### src/rtl/mfcc_pkg.sv
// Shared constants and types for the MFCC back-end (cepstral delta stage).
package mfcc_pkg;
  localparam int NUM_CEPS    = 12;
  localparam int CEPS_WIDTH  = 16;
  localparam int DELTA_WIDTH = 16;
  localparam int HIST_FRAMES = 6;
  localparam int WIN_FRAMES  = 5;
  localparam int RECIP_Q15   = 3277;
  localparam int PTR_W       = $clog2(NUM_CEPS);
  localparam int SLOT_W      = $clog2(HIST_FRAMES);

  typedef logic signed [CEPS_WIDTH-1:0] ceps_t;

  typedef enum logic {IDLE, COMPUTE} delta_state_t;

  // Ring-buffer slot that lies 'back' frames behind slot s.
  function automatic logic [SLOT_W-1:0] slot_back(input logic [SLOT_W-1:0] s, input int back);
    int idx;
    idx = (int'(s) + HIST_FRAMES - back) % HIST_FRAMES;
    return SLOT_W'(idx);
  endfunction
endpackage

### src/rtl/delta_arith.sv
// Combinational 5-tap regression delta: ((c+1 - c-1) + 2(c+2 - c-2)) / 10,
// done as a Q15 multiply with round-half-up and saturation to the output width.
module delta_arith
  import mfcc_pkg::*;
#(
  parameter int IN_W  = CEPS_WIDTH,
  parameter int OUT_W = DELTA_WIDTH,
  parameter int RECIP = RECIP_Q15
) (
  input  logic signed [IN_W-1:0]  cp2_i,
  input  logic signed [IN_W-1:0]  cp1_i,
  input  logic signed [IN_W-1:0]  cm1_i,
  input  logic signed [IN_W-1:0]  cm2_i,
  output logic signed [OUT_W-1:0] delta_o
);
  localparam int NUM_W  = IN_W + 3;
  localparam int PROD_W = NUM_W + 17;
  localparam int RND_W  = PROD_W - 15;
  localparam logic signed [PROD_W-1:0] HALF    = PROD_W'(1 << 14);
  localparam logic signed [RND_W-1:0]  OUT_MAX = RND_W'((1 << (OUT_W - 1)) - 1);
  localparam logic signed [RND_W-1:0]  OUT_MIN = RND_W'(-(1 << (OUT_W - 1)));

  function automatic logic signed [RND_W-1:0] round_q15(input logic signed [PROD_W-1:0] p);
    logic signed [PROD_W-1:0] t;
    t = (p + HALF) >>> 15;
    return RND_W'(t);
  endfunction

  function automatic logic signed [OUT_W-1:0] sat_out(input logic signed [RND_W-1:0] v);
    if (v > OUT_MAX)      return OUT_MAX[OUT_W-1:0];
    else if (v < OUT_MIN) return OUT_MIN[OUT_W-1:0];
    else                  return v[OUT_W-1:0];
  endfunction

  logic signed [NUM_W-1:0]  d1, d2, num;
  logic signed [PROD_W-1:0] prod;

  // Regression numerator, Q15 scale, round and clamp.
  always_comb begin
    d1      = NUM_W'(cp1_i) - NUM_W'(cm1_i);
    d2      = NUM_W'(cp2_i) - NUM_W'(cm2_i);
    num     = d1 + (d2 <<< 1);
    prod    = PROD_W'(num) * PROD_W'(RECIP);
    delta_o = sat_out(round_q15(prod));
  end
endmodule

### src/rtl/ceps_delta.sv
// Cepstral delta stage: 6-frame coefficient history, emits the centre-frame
// static value and its first-order delta for every coefficient of a frame.
module ceps_delta
  import mfcc_pkg::*;
(
  input  logic                          clk,
  input  logic                          rst,
  input  logic                          in_valid,
  input  logic [PTR_W-1:0]              frame_ptr_i,
  input  logic signed [CEPS_WIDTH-1:0]  ceps_in,
  input  logic                          start_i,
  output logic                          delta_valid_o,
  output logic [PTR_W-1:0]              delta_ptr_o,
  output logic signed [CEPS_WIDTH-1:0]  static_o,
  output logic signed [DELTA_WIDTH-1:0] delta_o,
  output logic                          delta_done_o,
  output logic                          busy_o,
  output logic                          overflow_o
);
  ceps_t                    hist_q [HIST_FRAMES][NUM_CEPS];
  logic [SLOT_W-1:0]        wr_slot_q;
  logic [2:0]               seen_q;
  delta_state_t             state_q, state_d;
  logic [PTR_W-1:0]         k_q, k_d;
  logic [SLOT_W-1:0]        base_q, base_d, pbase_q, pbase_d;
  logic                     pend_q, pend_d, ovf_q, ovf_d;
  logic                     req, last_k;
  ceps_t                    tap_p2, tap_p1, tap_0, tap_m1, tap_m2;
  logic signed [DELTA_WIDTH-1:0] delta_c;
  logic                     vld_p1_q, done_p2_q;
  logic [PTR_W-1:0]         ptr_p1_q;
  ceps_t                    static_p1_q;
  logic signed [DELTA_WIDTH-1:0] delta_p1_q;

  // A full 5-frame window exists once this start completes the fifth frame.
  assign req    = start_i && (seen_q >= 3'(WIN_FRAMES - 1));
  assign last_k = (k_q == PTR_W'(NUM_CEPS - 1));

  // History write port; out-of-range coefficient indices are dropped.
  always_ff @(posedge clk) begin
    if (in_valid && (frame_ptr_i < PTR_W'(NUM_CEPS)))
      hist_q[wr_slot_q][frame_ptr_i] <= ceps_in;
  end

  // Frame bookkeeping: advance write slot and count frames (saturating).
  always_ff @(posedge clk) begin
    if (rst) begin
      wr_slot_q <= '0;
      seen_q    <= '0;
    end else if (start_i) begin
      wr_slot_q <= (wr_slot_q == SLOT_W'(HIST_FRAMES - 1)) ? '0 : wr_slot_q + 1'b1;
      if (seen_q != 3'(WIN_FRAMES)) seen_q <= seen_q + 1'b1;
    end
  end

  // FSM and sequencing state.
  always_ff @(posedge clk) begin
    if (rst) begin
      state_q <= IDLE;
      k_q     <= '0;
      base_q  <= '0;
      pbase_q <= '0;
      pend_q  <= 1'b0;
      ovf_q   <= 1'b0;
    end else begin
      state_q <= state_d;
      k_q     <= k_d;
      base_q  <= base_d;
      pbase_q <= pbase_d;
      pend_q  <= pend_d;
      ovf_q   <= ovf_d;
    end
  end

  // Next state: one coefficient per COMPUTE cycle; one request may queue.
  always_comb begin
    state_d = state_q;
    k_d     = k_q;
    base_d  = base_q;
    pbase_d = pbase_q;
    pend_d  = pend_q;
    ovf_d   = ovf_q;
    case (state_q)
      IDLE: begin
        if (req) begin
          state_d = COMPUTE;
          k_d     = '0;
          base_d  = wr_slot_q;
        end
      end
      COMPUTE: begin
        if (last_k) begin
          k_d = '0;
          if (pend_q) begin
            base_d = pbase_q;
            pend_d = 1'b0;
            if (req) ovf_d = 1'b1;
          end else if (req) begin
            base_d = wr_slot_q;
          end else begin
            state_d = IDLE;
          end
        end else begin
          k_d = k_q + 1'b1;
          if (req) begin
            if (pend_q) begin
              ovf_d = 1'b1;
            end else begin
              pend_d  = 1'b1;
              pbase_d = wr_slot_q;
            end
          end
        end
      end
      default: state_d = IDLE;
    endcase
  end

  assign tap_p2 = hist_q[slot_back(base_q, 0)][k_q];
  assign tap_p1 = hist_q[slot_back(base_q, 1)][k_q];
  assign tap_0  = hist_q[slot_back(base_q, 2)][k_q];
  assign tap_m1 = hist_q[slot_back(base_q, 3)][k_q];
  assign tap_m2 = hist_q[slot_back(base_q, 4)][k_q];

  delta_arith #(
    .IN_W  (CEPS_WIDTH),
    .OUT_W (DELTA_WIDTH),
    .RECIP (RECIP_Q15)
  ) u_arith (
    .cp2_i   (tap_p2),
    .cp1_i   (tap_p1),
    .cm1_i   (tap_m1),
    .cm2_i   (tap_m2),
    .delta_o (delta_c)
  );

  // Output register stage; data holds while no coefficient is issued.
  always_ff @(posedge clk) begin
    if (rst) begin
      vld_p1_q    <= 1'b0;
      done_p2_q   <= 1'b0;
      ptr_p1_q    <= '0;
      static_p1_q <= '0;
      delta_p1_q  <= '0;
    end else begin
      vld_p1_q  <= (state_q == COMPUTE);
      done_p2_q <= vld_p1_q && (ptr_p1_q == PTR_W'(NUM_CEPS - 1));
      if (state_q == COMPUTE) begin
        ptr_p1_q    <= k_q;
        static_p1_q <= tap_0;
        delta_p1_q  <= delta_c;
      end
    end
  end

  assign delta_valid_o = vld_p1_q;
  assign delta_ptr_o   = ptr_p1_q;
  assign static_o      = static_p1_q;
  assign delta_o       = delta_p1_q;
  assign delta_done_o  = done_p2_q;
  assign busy_o        = (state_q == COMPUTE);
  assign overflow_o    = ovf_q;
endmodule

### config.mk
export PLATFORM = sky130hd
export DESIGN_NAME = ceps_delta
export DESIGN_NICKNAME = d
export VERILOG_FILES = /design/src/rtl/mfcc_pkg.sv /design/src/rtl/delta_arith.sv /design/src/rtl/ceps_delta.sv
export SDC_FILE = /design/constraint.sdc
export NUM_CORES = 2
export LEC_CHECK = 0
export CAP_MARGIN = 5
export CORE_ASPECT_RATIO = 0.6
export CORE_UTILIZATION = 50
export DETAILED_ROUTE_END_ITERATION = 8
export PLACE_DENSITY_LB_ADDON = 0.1
export SLEW_MARGIN = 40
export SYNTH_ARGS = -nofsm -noshare
export SYNTH_HDL_FRONTEND = slang
export SYNTH_HIERARCHICAL = 1
export SYNTH_SLANG_ARGS = --single-unit
### constraint.sdc
create_clock -name clk -period 42 [get_ports clk]
set_clock_uncertainty 0.15 [all_clocks]
set_input_delay 12.6 -clock clk [delete_from_list [all_inputs] [get_ports clk]]
set_output_delay 12.6 -clock clk [all_outputs]
set_load 0.01 [all_outputs]
==> summary.md <==
| Metric | Value |
|---|---|
| Number of instances resized during post-cts repair | 0 |
| Setup slack of the worst register-to-register path | 23630 ps |
| GR Overflow Total | 0 |
| Wirelength, routed | 302000 um |
| Worst-path fanout max | 44 |
| Critical path buffer and inverter count | 7 |
| Residual DRC count | 0 |
| Setup-violating endpoint count in the final report | 0 |
| Netlist cell types | about 110 |
| Syn nets | 6231 |
| Syn Inst Count | 5944 |
| Total number of H-tree levels | 3 |
| Fraction of registers with async set/reset | 0% |
| Floorplan die height | just over 300 um |
| Critical-path top delay cell | ha_1 |
| Postcts setup bufs | 0 |
| Antenna violations before repair | 21 |
| Crit. End Element | flop |
| Share of the cycle needed by the critical path after routing | 43.7% |
| Cell area after synthesis | 78800 um^2 |
| Hold/Removal Path Class | flop to flop |
| Ports placed on the boundary | 64 |
| Hold buffer count at CTS | 0 |
| Worst slew margin | between 20% and 30% |
| TritonCTS Sinks | around 1.2k |
| Detail Route Antenna Nets | 0 |
| Number of nets in the finished design | 6145 |
| Filler Cells Inserted | 12.5k |
| CTS tree | yes |
| Share of final-layout standard cells stronger than drive strength 1 | between 20% and 30% |
| Final HPWL from detailed placement | 211000 um |
| Final number of max-transition violations | 0 |
| Routability congestion estimate from global placement | 1.03 |
| Transition time at the pin with the least slew margin | around 1100 ps |
| Site Rows | approximately 110 |
| FMAX | 0.0544 GHz |
| Worst EP required | 42460 ps |
| Drt first pass iters | 9 |
| Number of hold violations in the final report | 0 |
| Count of input and output buffers | 63 |
| Data arrival time at the worst-slack endpoint | about 19000 ps |
| Number of global-route vias before repair | 52.7k |
| Largest stage delay on the critical path | 980 ps |
| P&R area growth vs syn | 10.8% |
| Post-synthesis area per instance | 13.3 um^2 |
| Sequential share of the synthesized area | 45.4% |
| Horizontal extent of the die | 514 um |
| Total Die Area | 159000 um^2 |
| Outcome | finished, final reports clean |
| Commonest cells after routing, fill and taps aside | 1152 x edfxtp_1, 751 x mux4_2, 495 x nand2_1, 459 x mux2i_1, 343 x nor2_1 |
| Total area of multi-input combinational cells | 41200 um^2 |
| Cell area after layout | 87300 um^2 |
| Root Driver | clkbuf_16 |
| Clk slew on worst S/H paths | 70 ps |
| Global-route wire length before repair | 417000 um |
| Post-synthesis sequential element count | roughly 1.2k |
| Worst Path Class, Setup | flop to flop |
| Placeable Area | 156000 um^2 |
| Synth Flop Type | edfxtp_1 |
| WL per Instance | 37.3 um |
| Setup TNS | 0 ps |
| Iteration-0 DRC Markers | 9831 |
| TritonCTS Buffers | 117 |
| Final critical-path required period | 18370 ps |
| Warnings, synthesis | 6 |
| Total track usage | 37.7% |
| Largest delay share family, worst path | compound AO/OA/AOI/OAI gates |
| Clk Latency, worst-skew pair | between 800 and 900 ps |
| Setup repair after global routing missed its margin | false |
| Buffer depth of the longest clock path | 3 |
| Most frequent standard cell in the layout excluding fill and tap cells | edfxtp_1 |
| Initial Util | just over 50% |
| Overall via count from detail_route | 58.7k |
| Maximum number of pins on one net before global-route repair | 120 |
| Max-cap violations | 0 |
| Critical path launch point type | flop |
| Avg Vias per Cell | 7.26 |
| Post-synth EDFFs | between 1k and 1.5k |
| Placed inst area | between 80000 and 90000 um^2 |
| Area used by sequential logic in the layout | 35800 um^2 |
-- cell families (layout without fill, tap and decap cells) --
family                   count (synthesis)  count (layout)  share of synthesized area (%)
adder cells (fa/ha/maj)                263             263                           5.02
other                                    0              28                              0
flip-flops                            1209            1209                           45.4
XOR/XNOR                               101             101                           1.19
buffers and inverters                  688             697                           3.43
AND/OR/NAND/NOR                       1296            1296                           7.29
multiplexers                          1285            1285                           28.4
AO/OA/AOI/OAI                         1102            1102                           9.32
-- worst paths after layout --
path,start,end,depth (start not counted)
worst max-delay path,base_q[1]$_SDFFE_PP0P_,delta_o[13]$_SDFFE_PP0P_,65
worst min-delay path,overflow_o$_SDFFE_PP0P_,overflow_o$_SDFFE_PP0P_,2
worst max register to register,base_q[1]$_SDFFE_PP0P_,delta_o[13]$_SDFFE_PP0P_,65
worst min register to register,overflow_o$_SDFFE_PP0P_,overflow_o$_SDFFE_PP0P_,2
-- registers in the layout (all words and copies together) (netlist names), 3 cells and up --
name	count
k_q	4
hist_q	1152
pbase_q	3
static_o	16
delta_ptr_o	4
delta_o	16
base_q	3
seen_q	3
wr_slot_q	3
-- layer usage --
layer / up-vias / global-route usage [%] / share of wire, %
met4: 32 / 11.6 / 3.8
met1: 29900 / 53.3 / 40
met5: - / 5.54 / 0.52
met3: 673 / 23.0 / 19
li1: 23500 / - / -
met2: 4627 / 46.3 / 37
-- area by class of cell --
class                      instances  share of cell area, %
antenna                           28                 0.0803
clock buffer                     143                   3.48
clock inverter                    71                  0.965
inverter                         213                  0.939
multi-input combinational       4047                   47.2
sequential                      1209                   41.0
tap                             2109                   3.02
timing repair buffer             270                   3.36
-- synthesized netlist by cell type (all sizes together) (14+ instances only) --
master / instances / share of area (%)
o211ai: 57 / 0.56
edfxtp: 1152 / 44
a221oi: 14 / 0.19
fa: 88 / 2.2
inv: 209 / 1.0
a211oi: 120 / 1.2
nor2b: 39 / 0.31
buf: 144 / 0.83
o221ai: 79 / 0.88
mux2i: 465 / 5.9
clkbuf: 331 / 1.6
a21o: 36 / 0.35
mux2: 69 / 0.99
o22ai: 91 / 0.72
a2111oi: 26 / 0.31
o21ai: 183 / 1.2
nor2: 420 / 2.0
mux4: 751 / 21
xnor2: 61 / 0.72
a31oi: 29 / 0.28
nand3: 69 / 0.44
and2: 60 / 0.48
and3: 33 / 0.27
xor2: 40 / 0.47
ha: 175 / 2.8
a311oi: 23 / 0.26
nand2b: 48 / 0.38
nor3: 59 / 0.38
dfxtp: 57 / 1.4
a21oi: 322 / 2.1
nand2: 503 / 2.4
-- worst reg2reg max path: cells and delay by family (launching register included) --
kind	cells	cell delay, ps
AO/OA/AOI/OAI	26	5470
flip-flops	1	310
multiplexers	3	680
adder cells (fa/ha/maj)	12	5070
buffers and inverters	7	2310
AND/OR/NAND/NOR	12	2520
XOR/XNOR	5	1690
-- per-stage QoR --
step	hold slack [ps]	utilization, %	worst slack (ps)	instances
floorplan	314	-	26340	5944
global placement	317	52.5	24570	7796
detailed placement	322	53.2	24390	7838
CTS	341	55.7	24250	8052
global route	382	55.9	22640	8071
finish	331	56.0	23630	8090
Power is left out: the tool's default activity adds up to more than one toggle a clock period on the data nets, which glitch-free logic cannot reach.
